--- src/rtl/uart_cmd_wrapper.sv ---
// Host-side UART front end: assembles received byte pairs into 16-bit commands
// and serialises 8-bit responses back to the host.
`timescale 1ns/1ps
module uart_cmd_wrapper #(
    parameter int unsigned MIN_BAUD = 16
) (
    input  logic        clk,
    input  logic        rst_n,
    input  logic        RX,
    output logic        TX,
    input  logic [15:0] baud_cnt,
    output logic [15:0] cmd,
    output logic        cmd_rdy,
    input  logic        clr_cmd_rdy,
    input  logic [7:0]  resp,
    input  logic        send_resp,
    output logic        resp_sent
);

    localparam logic [15:0] MinBaud = 16'(MIN_BAUD);

    typedef enum logic [1:0] {RxIdle, RxStart, RxData, RxStop} rx_state_e;
    typedef enum logic {WaitHi, WaitLo} asm_state_e;
    typedef enum logic {TxIdle, TxXmit} tx_state_e;

    logic [15:0] baud_clamped;
    assign baud_clamped = (baud_cnt < MinBaud) ? MinBaud : baud_cnt;

    logic rx_meta_q, rx_sync_q, rx_prev_q;

    rx_state_e   rx_state_q, rx_state_d;
    logic [15:0] rx_baud_q, rx_baud_d;
    logic [15:0] rx_cnt_q, rx_cnt_d;
    logic [3:0]  rx_bit_q, rx_bit_d;
    logic [7:0]  rx_shift_q, rx_shift_d;
    logic        start_det, rx_byte_vld, rx_frame_err;
    logic        rx_tick, rx_half_tick;

    asm_state_e  asm_q, asm_d;
    logic [15:0] cmd_q, cmd_d;
    logic        cmd_rdy_q, cmd_rdy_d;

    tx_state_e   tx_state_q, tx_state_d;
    logic [15:0] tx_baud_q, tx_baud_d;
    logic [15:0] tx_cnt_q, tx_cnt_d;
    logic [3:0]  tx_bit_q, tx_bit_d;
    logic [9:0]  tx_shift_q, tx_shift_d;
    logic        resp_sent_q, resp_sent_d;
    logic        tx_tick;

    assign rx_tick      = (rx_cnt_q == rx_baud_q - 16'd1);
    assign rx_half_tick = (rx_cnt_q == (rx_baud_q >> 1) - 16'd1);

    always_comb begin
        rx_state_d   = rx_state_q;
        rx_baud_d    = rx_baud_q;
        rx_cnt_d     = rx_cnt_q;
        rx_bit_d     = rx_bit_q;
        rx_shift_d   = rx_shift_q;
        start_det    = 1'b0;
        rx_byte_vld  = 1'b0;
        rx_frame_err = 1'b0;
        unique case (rx_state_q)
            RxIdle: begin
                if (rx_prev_q && !rx_sync_q) begin
                    start_det  = 1'b1;
                    rx_baud_d  = baud_clamped;
                    rx_cnt_d   = 16'd0;
                    rx_state_d = RxStart;
                end
            end
            RxStart: begin
                if (rx_half_tick) begin
                    rx_cnt_d = 16'd0;
                    rx_bit_d = 4'd0;
                    // A high line at mid-start means the falling edge was a glitch
                    rx_state_d = rx_sync_q ? RxIdle : RxData;
                end else begin
                    rx_cnt_d = rx_cnt_q + 16'd1;
                end
            end
            RxData: begin
                if (rx_tick) begin
                    rx_cnt_d   = 16'd0;
                    rx_shift_d = {rx_sync_q, rx_shift_q[7:1]};
                    rx_bit_d   = rx_bit_q + 4'd1;
                    if (rx_bit_q == 4'd7) begin
                        rx_state_d = RxStop;
                    end
                end else begin
                    rx_cnt_d = rx_cnt_q + 16'd1;
                end
            end
            RxStop: begin
                if (rx_tick) begin
                    rx_cnt_d     = 16'd0;
                    rx_state_d   = RxIdle;
                    rx_byte_vld  = rx_sync_q;
                    rx_frame_err = !rx_sync_q;
                end else begin
                    rx_cnt_d = rx_cnt_q + 16'd1;
                end
            end
            default: rx_state_d = RxIdle;
        endcase
    end

    always_comb begin
        asm_d     = asm_q;
        cmd_d     = cmd_q;
        cmd_rdy_d = cmd_rdy_q;
        if (clr_cmd_rdy || start_det) begin
            cmd_rdy_d = 1'b0;
        end
        // Placed after the clear so a coincident set takes priority
        if (rx_byte_vld) begin
            if (asm_q == WaitHi) begin
                cmd_d[15:8] = rx_shift_q;
                asm_d       = WaitLo;
            end else begin
                cmd_d[7:0] = rx_shift_q;
                cmd_rdy_d  = 1'b1;
                asm_d      = WaitHi;
            end
        end else if (rx_frame_err) begin
            asm_d = WaitHi;
        end
    end

    assign tx_tick = (tx_cnt_q == tx_baud_q - 16'd1);

    always_comb begin
        tx_state_d  = tx_state_q;
        tx_baud_d   = tx_baud_q;
        tx_cnt_d    = tx_cnt_q;
        tx_bit_d    = tx_bit_q;
        tx_shift_d  = tx_shift_q;
        resp_sent_d = 1'b0;
        unique case (tx_state_q)
            TxIdle: begin
                if (send_resp) begin
                    tx_shift_d = {1'b1, resp, 1'b0};
                    tx_baud_d  = baud_clamped;
                    tx_cnt_d   = 16'd0;
                    tx_bit_d   = 4'd0;
                    tx_state_d = TxXmit;
                end
            end
            TxXmit: begin
                if (tx_tick) begin
                    tx_cnt_d   = 16'd0;
                    tx_shift_d = {1'b1, tx_shift_q[9:1]};
                    tx_bit_d   = tx_bit_q + 4'd1;
                    if (tx_bit_q == 4'd9) begin
                        resp_sent_d = 1'b1;
                        tx_state_d  = TxIdle;
                    end
                end else begin
                    tx_cnt_d = tx_cnt_q + 16'd1;
                end
            end
            default: tx_state_d = TxIdle;
        endcase
    end

    always_ff @(posedge clk or negedge rst_n) begin
        if (!rst_n) begin
            rx_meta_q   <= 1'b1;
            rx_sync_q   <= 1'b1;
            rx_prev_q   <= 1'b1;
            rx_state_q  <= RxIdle;
            rx_baud_q   <= MinBaud;
            rx_cnt_q    <= 16'd0;
            rx_bit_q    <= 4'd0;
            rx_shift_q  <= 8'd0;
            asm_q       <= WaitHi;
            cmd_q       <= 16'h0000;
            cmd_rdy_q   <= 1'b0;
            tx_state_q  <= TxIdle;
            tx_baud_q   <= MinBaud;
            tx_cnt_q    <= 16'd0;
            tx_bit_q    <= 4'd0;
            tx_shift_q  <= '1;
            resp_sent_q <= 1'b0;
        end else begin
            rx_meta_q   <= RX;
            rx_sync_q   <= rx_meta_q;
            rx_prev_q   <= rx_sync_q;
            rx_state_q  <= rx_state_d;
            rx_baud_q   <= rx_baud_d;
            rx_cnt_q    <= rx_cnt_d;
            rx_bit_q    <= rx_bit_d;
            rx_shift_q  <= rx_shift_d;
            asm_q       <= asm_d;
            cmd_q       <= cmd_d;
            cmd_rdy_q   <= cmd_rdy_d;
            tx_state_q  <= tx_state_d;
            tx_baud_q   <= tx_baud_d;
            tx_cnt_q    <= tx_cnt_d;
            tx_bit_q    <= tx_bit_d;
            tx_shift_q  <= tx_shift_d;
            resp_sent_q <= resp_sent_d;
        end
    end

    // Shift register resets to all ones, so TX goes idle-high with reset
    assign TX        = tx_shift_q[0];
    assign cmd       = cmd_q;
    assign cmd_rdy   = cmd_rdy_q;
    assign resp_sent = resp_sent_q;

endmodule

--- config.mk ---
export PLATFORM = sky130hd
export DESIGN_NAME = uart_cmd_wrapper
export DESIGN_NICKNAME = d
export VERILOG_FILES = /design/src/rtl/uart_cmd_wrapper.sv
export SDC_FILE = /design/constraint.sdc
export NUM_CORES = 1
export LEC_CHECK = 0
export CELL_PAD_IN_SITES_DETAIL_PLACEMENT = 2
export CELL_PAD_IN_SITES_GLOBAL_PLACEMENT = 2
export CORE_ASPECT_RATIO = 0.8
export CORE_MARGIN = 3
export CORE_UTILIZATION = 34
export CTS_CLUSTER_DIAMETER = 30
export CTS_CLUSTER_SIZE = 14
export DETAILED_ROUTE_END_ITERATION = 8
export GPL_ROUTABILITY_DRIVEN = 0
export MAX_ROUTING_LAYER = met4
export PLACE_DENSITY = 0.88
export SYNTH_ARGS = -nofsm -noshare
export SYNTH_HDL_FRONTEND = slang
export SYNTH_SLANG_ARGS = --single-unit
export TNS_END_PERCENT = 10
--- constraint.sdc ---
create_clock -name clk -period 3.5 [get_ports clk]
set_input_delay 0.875 -clock clk [delete_from_list [all_inputs] [get_ports clk]]
set_output_delay 0.875 -clock clk [all_outputs]
set_load 0.02 [all_outputs]
==> results.cfg <==
[die]
core_um2 = 20100
die_x_um = 167
io-pin-count = 48
num_rows = 46
die_h_um = 135
die-area_um2 = 22600
initial_core_util_pct = 35.2

[clock_network]
clk_pin_slew_worst_paths_ns = 0.06
htree_levels = 4
clkLatencyLatePin_ns = 0.44
cts_buffer_depth = 2
cts.sinks = 114
numCtsBuffers = 17
cts-root-buf = clkbuf_16
post_cts_buffers = 0
holdBufCountCts = 0
cts_tree = done

[timing]
final.min_clock_period_ns = 3.54
rsz0062_at_grt = yes
finalCritPeriodShare_pct = 101
relSlewSlack_pct = 38.0
worst_slew_pin_slew_ns = 0.931
hold_violations = 0
clock_skew_ns = 0.00661
setup_viol = 9
maxSlewViolCount = 0
setup_ws_ns = -0.0420
fin_hold_ws_ns = 0.379
max_freq_mhz = 282

[synth]
postSynth.asyncResetShare_pct = 100
yosys-top-cells-count = nand2_1 (140), dfrtp_1 (100), o21ai_0 (51)
synth_warnings = 0
synthAdderAreaFrac_pct = 1.41
syn-cell-area_um2 = 7080
synthMuxAreaShare_pct = 6.13
synth_area_leaders = dfrtp_1 (35%), nand2_1 (7.4%), dfstp_2 (5.2%)
synth_top_area_share_pct = 35.3
synth_xor_area_share_pct = 6.68
synth-simple-area-share_pct = 25.9
ys_seq_area_share_pct = 40.5
synth.most_common_cell = nand2_1
synthFlopType = dfrtp_1
synth_fp_nets = 841
synthDistinctLibCells = 72
synth-seq-cells = 114
yosys.area.top_type = dfrtp_1
synthCells = 804
synth_compound_area_share_pct = 14.7
postSynthAreaPerCell_um2 = 8.81
synth_top_family_by_area = simple AND/OR/NAND/NOR gates
synth-edff-count = 0

[outcome]
violations = setup timing
outcome = complete, but fails checks

[min_path]
hold_path_class = reg2reg
min-delay-start = rx_meta_q$_DFF_PN1_

[finish]
post-route-util_pct = 42.3
nFillCells = 2184
drive_above_1_share_pct = 15.4
final_cells = 1128
finalNetCount = 886
areaGrowthSynthToFinish_pct = 20.4

[drt]
drc_errors = 0
viasPerCell = 5.91
first_pass_iters = 6
wl_per_cell_um = 24.3
ant_nets = 0
drt-initial-drc-count = 423
vias = 6668
routed_wl_um = 27400

[global_routing]
grt_pass1_wl_um = 43500
grt.overflow.total = 0
grt_pass1_vias = 7358
antenna_found_initial = 2
grt_use_total_pct = 25.3
grt_max_degree = 46

[power_and_ir_drop]
combinationalPowerShare_pct = 27.1
p_clk_share_pct = 35.2
p_int_mw = 3.08
seq_power_share_pct = 37.7
worst_ir_drop_vdd_uv = 401
power.switching_mw = 1.89
p_leak_nw = 3.58
swShare_pct = 38.1
power.density_nw_per_um2 = 583

[setup_path]
r2r_start = rx_baud_q[2]$_DFFE_PN0P_
arrival_ns = 3.86
cp-startpoint = rx_baud_q[2]$_DFFE_PN0P_
worst_setup_path_end_kind = flip-flop
required_ns = 3.81
path_max_fanout = 9
critPathLaunchType = flip-flop
crit_type = reg2reg

[flow_run]
drv_cap = 0

[placed_design]
dp_hpwl_um = 16900
dp_cells = 1094
portBuffers = 47
[placed cells by master (no fill, tap or decap), types with 15 or more instances in the layout]
cell type	count
a21oi_1	15
buf_4	34
clkbuf_16	17
clkdlybuf4s50_1	46
dfrtp_1	100
inv_1	23
mux2_2	27
nand2_1	140
nand3_1	29
nor2_1	37
nor2b_1	24
nor3_1	20
o21ai_0	51
xnor2_1	42
[registers in the layout, summed over array words and instances (netlist names), 8 cells and up, named ones only]
| name | count |
|---|---|
| cmd | 16 |
| rx_cnt_q | 16 |
| tx_baud_q | 16 |
| tx_cnt_q | 16 |
| tx_shift_q | 9 |
| rx_shift_q | 8 |
| rx_baud_q | 16 |
[critical path, cell delays in order, from the launching register on]
cell,delay [ns]
dfrtp_1,0.46
inv_1,0.11
ha_2,0.19
or3b_1,0.38
or4_1,0.50
xnor2_1,0.14
a21o_1,0.20
nor4b_2,0.33
and3_1,0.29
nor4b_4,0.24
buf_4,0.23
mux2_2,0.37
[through the flow]
step | cell area (um2) | setup WS [ns] | TNS (ns) | power [mW]
2_1_floorplan | 7090 | 0.0413 | 0 | 2.68
3_3_place_gp | 7920 | 0.205 | 0 | 3.03
3_5_place_dp | 7920 | 0.0622 | 0 | 3.12
4_1_cts | 8500 | 0.00106 | 0 | 4.97
5_1_grt | 8530 | -0.147 | -1.50 | 5.21
6_report | 8530 | -0.0420 | -0.222 | 4.97
[cells by family (layout without fill, tap and decap cells)]
group,after synthesis,count (layout)
flip-flops,114,114
other,0,2
buffers and inverters,79,137
multiplexers,40,40
AO/OA/AOI/OAI,154,154
AND/OR/NAND/NOR,355,355
adder cells (fa/ha/maj),8,8
XOR/XNOR,54,54
[power groups by stage]
stage                     sequential [mW]  clock (mW)  combinational [mW]
final                                1.87        1.75                1.35
after global placement               1.85           0                1.18
after global routing                 1.91        1.83                1.47
after CTS                            1.87        1.77                1.33
after detailed placement             1.87           0                1.25
after floorplan                      1.66           0                1.02
[layout make-up]
class / count / area [um2] / share of cell area, %
Multi-Input combinational cell: 611 / 3920 / 46.0
Antenna cell: 2 / 5.00 / 0.0587
Inverter: 24 / 90.1 / 1.06
Clock inverter: 15 / 146 / 1.72
Timing Repair Buffer: 81 / 736 / 8.63
Sequential cell: 114 / 2870 / 33.7
Tap cell: 264 / 330 / 3.87
Clock buffer: 17 / 425 / 4.99
[path summary, 6_finish.rpt]
check                      slack (ns)  cells after the start                         to
max reg2reg                     -0.04                     11         cmd[8]$_DFFE_PN0P_
min reg2reg                      0.38                      0        rx_sync_q$_DFF_PN1_
max in group asynchronous        2.21                      2  tx_shift_q[0]$_DFFE_PN1P_
min                              0.38                      0        rx_sync_q$_DFF_PN1_
max                             -0.04                     11         cmd[8]$_DFFE_PN0P_
min in group asynchronous        0.45                      1         cmd[4]$_DFFE_PN0P_
[routing by layer]
metal,up-vias,GRT usage [%],part of all wire (%)
li1,2945,-,-
met1,3470,31.7,44
met2,188,40.8,49
met3,65,5.62,4.6
met4,0,9.09,2.9
met5,-,-,0
[timing repair]
action,in CTS,in global routing
setup endpoints to repair,39,45
endpoints found under the hold margin,0,0
pin swaps,0,0
resized for setup,2,3
Note: power is estimated with default switching activity, not from simulation.
